`src/rtl/y_cpu_pkg.sv`:
```
`default_nettype none
// ============================================================================
//  Module      : y_cpu_pkg
//  Description : Shared CPU front-end definitions.
//                - 2-bit next-PC select codes (SEL_SEQ/SEL_BR/SEL_J/SEL_JR)
//                - Fetch FSM state enum (ST_BOOT, ST_REQ, ST_HALT)
//                - DEFAULT_RESET_PC, the text segment base
//  Revision    : 1.0  initial release
// ============================================================================
package y_cpu_pkg;

    localparam logic [1:0] SEL_SEQ = 2'b00;  // pc + STEP
    localparam logic [1:0] SEL_BR  = 2'b01;  // branch target
    localparam logic [1:0] SEL_J   = 2'b10;  // jump target
    localparam logic [1:0] SEL_JR  = 2'b11;  // register-jump target

    localparam logic [31:0] DEFAULT_RESET_PC = 32'h0040_0000;

    typedef enum logic [1:0] {
        ST_BOOT = 2'd0,
        ST_REQ  = 2'd1,
        ST_HALT = 2'd2
    } fetch_state_e;

endpackage
`default_nettype wire

```
`src/rtl/yMux4to1.sv`:
```
`default_nettype none
// ============================================================================
//  Module      : yMux4to1
//  Description : SIZE-bit 4-to-1 multiplexer, select encoded with the
//                y_cpu_pkg SEL_* codes.
//  Ports       : sel [1:0]            select code
//                in0..in3 [SIZE-1:0]  data inputs (seq, branch, jump, jr)
//                out [SIZE-1:0]       selected data
//  Revision    : 1.0  initial release
// ============================================================================
module yMux4to1
    import y_cpu_pkg::*;
#(
    parameter int unsigned SIZE = 32
) (
    input  logic [1:0]      sel,
    input  logic [SIZE-1:0] in0,
    input  logic [SIZE-1:0] in1,
    input  logic [SIZE-1:0] in2,
    input  logic [SIZE-1:0] in3,
    output logic [SIZE-1:0] out
);

    always_comb begin
        out = in0;
        case (sel)
            SEL_SEQ: out = in0;
            SEL_BR:  out = in1;
            SEL_J:   out = in2;
            SEL_JR:  out = in3;
            default: out = in0;
        endcase
    end

endmodule
`default_nettype wire

```
`src/rtl/y_pc_fetch.sv`:
```
`default_nettype none
// ============================================================================
//  Module      : y_pc_fetch
//  Description : Fetch-stage program counter. Owns the PC register, picks the
//                next PC from seq/branch/jump/jr sources and issues a
//                valid/ready request to instruction memory. A misaligned
//                redirect target is loaded, flagged sticky and halts fetch
//                until reset.
//  Option      : `define Y_PC_FETCH_COUNT_EN adds fetch_count[31:0], a
//                wrapping count of accepted fetch handshakes.
//  Ports       : clk, rst_n (sync, active-low)
//                redirect_valid, sel[1:0], branch_tgt, jump_tgt, jr_tgt
//                stall, imem_req_ready
//                imem_req_valid, imem_addr, pc, pc_plus4, misalign
//                fetch_count (option only)
//  Revision    : 1.0  initial release
// ============================================================================
module y_pc_fetch
    import y_cpu_pkg::*;
#(
    parameter int unsigned      WIDTH    = 32,
    parameter logic [WIDTH-1:0] RESET_PC = WIDTH'(DEFAULT_RESET_PC),
    parameter int unsigned      STEP     = 4
) (
    input  logic             clk,
    input  logic             rst_n,
    input  logic             redirect_valid,
    input  logic [1:0]       sel,
    input  logic [WIDTH-1:0] branch_tgt,
    input  logic [WIDTH-1:0] jump_tgt,
    input  logic [WIDTH-1:0] jr_tgt,
    input  logic             stall,
    output logic             imem_req_valid,
    input  logic             imem_req_ready,
    output logic [WIDTH-1:0] imem_addr,
    output logic [WIDTH-1:0] pc,
    output logic [WIDTH-1:0] pc_plus4,
`ifdef Y_PC_FETCH_COUNT_EN
    output logic [31:0]      fetch_count,
`endif
    output logic             misalign
);

    fetch_state_e     state_q, state_d;
    logic [WIDTH-1:0] pc_q, pc_d;
    logic             misalign_q, misalign_d;
    logic [WIDTH-1:0] target;
    logic             handshake;

    // Sequential increment wraps naturally modulo 2^WIDTH.
    assign pc_plus4       = pc_q + WIDTH'(STEP);
    assign pc             = pc_q;
    assign imem_addr      = pc_q;
    assign misalign       = misalign_q;
    assign imem_req_valid = (state_q == ST_REQ) && !stall;
    assign handshake      = imem_req_valid && imem_req_ready;

    yMux4to1 #(.SIZE(WIDTH)) u_next_mux (
        .sel (sel),
        .in0 (pc_plus4),
        .in1 (branch_tgt),
        .in2 (jump_tgt),
        .in3 (jr_tgt),
        .out (target)
    );

    // Redirect beats handshake; a same-cycle handshake still fetched the old
    // pc, so the redirect simply replaces the post-increment value.
    always_comb begin
        state_d    = state_q;
        pc_d       = pc_q;
        misalign_d = misalign_q;
        case (state_q)
            ST_BOOT: state_d = ST_REQ;
            ST_REQ: begin
                if (redirect_valid) begin
                    pc_d = target;
                    if (target[1:0] != 2'b00) begin
                        misalign_d = 1'b1;
                        state_d    = ST_HALT;
                    end
                end else if (handshake) begin
                    pc_d = pc_plus4;
                end
            end
            ST_HALT: state_d = ST_HALT;
            default: state_d = ST_BOOT;
        endcase
    end

    always_ff @(posedge clk) begin
        if (!rst_n) begin
            state_q    <= ST_BOOT;
            pc_q       <= RESET_PC;
            misalign_q <= 1'b0;
        end else begin
            state_q    <= state_d;
            pc_q       <= pc_d;
            misalign_q <= misalign_d;
        end
    end

`ifdef Y_PC_FETCH_COUNT_EN
    logic [31:0] fetch_count_q, fetch_count_d;

    // Handshakes only occur in ST_REQ, so the count freezes in ST_HALT.
    always_comb begin
        fetch_count_d = fetch_count_q + {31'd0, handshake};
    end

    always_ff @(posedge clk) begin
        if (!rst_n) begin
            fetch_count_q <= 32'd0;
        end else begin
            fetch_count_q <= fetch_count_d;
        end
    end

    assign fetch_count = fetch_count_q;
`endif

endmodule
`default_nettype wire

```
`config.mk`:
```
export PLATFORM = sky130hd
export DESIGN_NAME = y_pc_fetch
export DESIGN_NICKNAME = d
export VERILOG_FILES = /design/src/rtl/y_cpu_pkg.sv /design/src/rtl/yMux4to1.sv /design/src/rtl/y_pc_fetch.sv
export SDC_FILE = /design/constraint.sdc
export NUM_CORES = 1
export LEC_CHECK = 0
export CORE_MARGIN = 2
export CORE_UTILIZATION = 42
export DETAILED_ROUTE_END_ITERATION = 7
export GPL_TIMING_DRIVEN = 0
export PLACE_DENSITY = 0.87
export SYNTH_ARGS = -nofsm -noshare
export SYNTH_HDL_FRONTEND = slang
export SYNTH_SLANG_ARGS = --single-unit
export TNS_END_PERCENT = 20
```
`constraint.sdc`:
```
create_clock -name clk -period 4.5 [get_ports clk]
set_clock_uncertainty 0.2 [all_clocks]
set_input_delay 0.675 -clock clk [delete_from_list [all_inputs] [get_ports clk]]
set_output_delay 0.675 -clock clk [all_outputs]
set_load 0.005 [all_outputs]
```
==> impl_results.md <==
* Cell Pwr Density at between 200 and 250 nW/um2
* First-pass GRT wire length at 20800 um
* Leak at between 2 and 2.5 nW
* GP Congestion at around 0.91
* Setup violations, final at 0
* Fin nets at between 700 and 800
* Later-pin clock latency in the skew report at 0.29 ns
* Largest net degree at the start of global routing at 11
* Yosys top cell by area: dfxtp_1
* Met3 GRT Util at approximately 5.5%
* Via count at between 4000 and 5000
* N_diodes at 0
* CP max stage cell: dfxtp_1
* Initial antenna violation count at 0
* Slew Limit Fails at 0
* CP peak stage delay at between 0.5 and 0.6 ns
* Ys async rst share at 0%
* Peak VDD IR at about 0.15 mV
* PostCTS Resize Cnt at 0
* Synthesized Nets at roughly 550
* Clock sinks at 35
* Synth top area share at 20.0%
* Tmin final at between 3 and 4 ns
* CTS max path bufs at 2
* DPL Wire Length at approximately 11000 um
* Total negative slack at 0 ns
* Total congestion overflow at 0
* Grt met2 use at around 55%
* Core Rows at 33
* All-layer global routing usage at 29.5%
* Critical Path RT at roughly 3.6 ns
* Post-CTS Repair Setup Buffers at 0
* Post-synth EDFFs at 0
* Port-buffer cells at 200
* Status: finished, final reports clean
* Met1 Resource Use GR at about 34%
* Die Width at 95.4 um
* Boundary Pins at 201
* Post-Syn Area at between 3000 and 4000 um2
* Avg Synthesized Cell Area at a little under 8 um2
* Tcrit/Tclk final at 83.5%
* RSZ-0062 raised after global routing: no
* Max-Cap Viols at 0
* GRT Max-Usage Layer: met2
* Most frequent cell on the critical path: nand2_1
* Die Y-Extent at between 90 and 100 um
* Warnings from Yosys at 0
* Hold Path Class: reg2reg
* Avg Vias per Cell at between 5 and 6
* Worst-Margin Slew at 0.891 ns
* CTS HTree Levels at 2
* Register area share after synthesis at between 10% and 20%
* Crit Path Max Fanout at 8
* Pre-Repair DR Iteration Count at 5
* Mapped Cells at 446
* Crit Path Class: reg2out
* Layout cells sized above 1 at 13.8%
* Synth cell types at 66
* Number of global-route vias before repair at ~4100
* Slew HR at ~40%
* Fmax at ~270 MHz
* Data arrival, critical path at about 2.9 ns
* Root buf cell: clkbuf_8
* Residual DRC at 0
* Die Area at between 9000 and 10000 um2
* DR iter-0 viols at 307
* Crit-path cells: ha_1, and2_0, clkbuf_1, nand2_1, nor3_2, nand2_1, xnor2_1, clkdlybuf4s50_1
* Clk slew on worst S/H paths at about 0.080 ns
* Ys flop type: dfxtp_1
* Area growth syn-to-layout at 63.1%
* Post-layout util at 70.0%
* Area contributors post-synth: dfxtp_1 20%, buf_4 7.5%, mux2i_1 6.3%, nor2_1 4.1%, xnor2_1 4.0%
* Register bit total from synthesis at 35
* CTS tree: done
* Core area at 8180 um2
* Startpoint types: register
* Final hold vios at 0
* Routed wire length at ~14000 um
* TritonCTS Buffers at 5
* # hold bufs at CTS at 0
* CP Capture Type: primary output
* Antenna-violating nets left at 0
* Initial Util at 43.0%
* Avg WL per Cell at approximately 18 um
-- synth_stat cells (12+ instances only) --
library cell,number
clkbuf_1,17
buf_4,35
nand2_1,35
dfxtp_1,35
mux2i_1,22
xnor2_1,16
nand3_1,19
a21oi_1,27
o21ai_0,18
nor3_1,15
xor2_1,12
nor2_1,38
-- per-stage QoR --
stage          cell area [um2]  setup slack (ns)  hold WS [ns]  std cells  power [mW]
2_1_floorplan             3510              1.96         0.264        446       0.757
3_3_place_gp              5650              1.13         0.264        751        1.13
3_5_place_dp              5650              1.08         0.272        751        1.15
4_1_cts                   5730             0.757         0.293        759        1.38
5_1_grt                   5730             0.614         0.328        759        1.46
6_report                  5730             0.743         0.296        759        1.39
-- worst max-delay path, delay by kind of cell (launching register included) --
family	cells	cell delay (ns)
flip-flops	1	0.54
buffers and inverters	2	0.83
XOR/XNOR	1	0.14
AND/OR/NAND/NOR	4	0.78
adder cells (fa/ha/maj)	1	0.30
-- report_power, final --
part           internal, mW  leakage (nW)  total (mW)  switching, mW
clock network         0.109        0.0422       0.234          0.125
logic                 0.427          1.89       0.729          0.301
registers             0.353         0.284       0.423         0.0703
total                 0.889          2.21        1.39          0.497
-- flip-flops by register name, summed over array words and instances, names as in the netlist --
register,cells
imem_addr,32
state_q,2
misalign,1
-- area by class of cell --
type	instances	area (um2)
fillers	685	2450
multi-input cells	335	2350
repair buffers	200	2000
flip-flops and latches	35	701
plain buffers	71	447
well taps	105	131
clock buffers	7	76.3
inverters	5	18.8
clock inverters	1	5.00
-- cells in the final DEF (no fill, tap or decap), drive strengths merged, types with 3 or more instances in the layout --
master,netlist,layout
nor2,38,38
and3,8,8
ha,3,3
a311oi,5,5
nor4,5,5
a21o,3,3
clkdlybuf4s50,0,200
a22oi,10,10
and4,6,6
mux2,11,11
xor2,12,12
buf,49,49
nand3,21,21
xnor2,16,16
nand2,35,35
a22o,3,3
a31oi,3,3
o221a,3,3
dfxtp,35,35
a211oi,4,4
a21boi,4,4
nand4,8,8
and2,3,3
nor3,17,17
o22ai,4,4
o21a,5,5
a21oi,27,27
o221ai,11,11
nor2b,5,5
mux2i,22,22
inv,4,4
o21ai,21,21
clkbuf,21,28
-- routing by layer --
| metal | wire [um] | vias up |
|---|---|---|
| li1 | - | 2017 |
| met1 | 5320 | 2030 |
| met2 | 7060 | 251 |
| met3 | 1240 | 26 |
| met4 | 257 | 0 |
| met5 | 0 | - |
-- cell families after synthesis --
kind of cell | share of synthesized area (%)
buffers and inverters | 13.3
and+or+nand+nor | 24.9
AOI/OAI and AO/OA | 22.7
xor gates and xnor gates | 6.98
adders and majority gates | 1.07
muxes | 11.1
DFF | 20.0
-- final timing paths --
path                                   start  cells past startpoint             to  slack [ns]
worst max register to register  imem_addr[2]                      7  imem_addr[22]        2.05
worst min-delay path                misalign                      1       misalign        0.30
worst min register to register      misalign                      1       misalign        0.30
worst max-delay path            imem_addr[2]                      8   pc_plus4[26]        0.74
No activity file was read; power rests on OpenSTA's default activity.
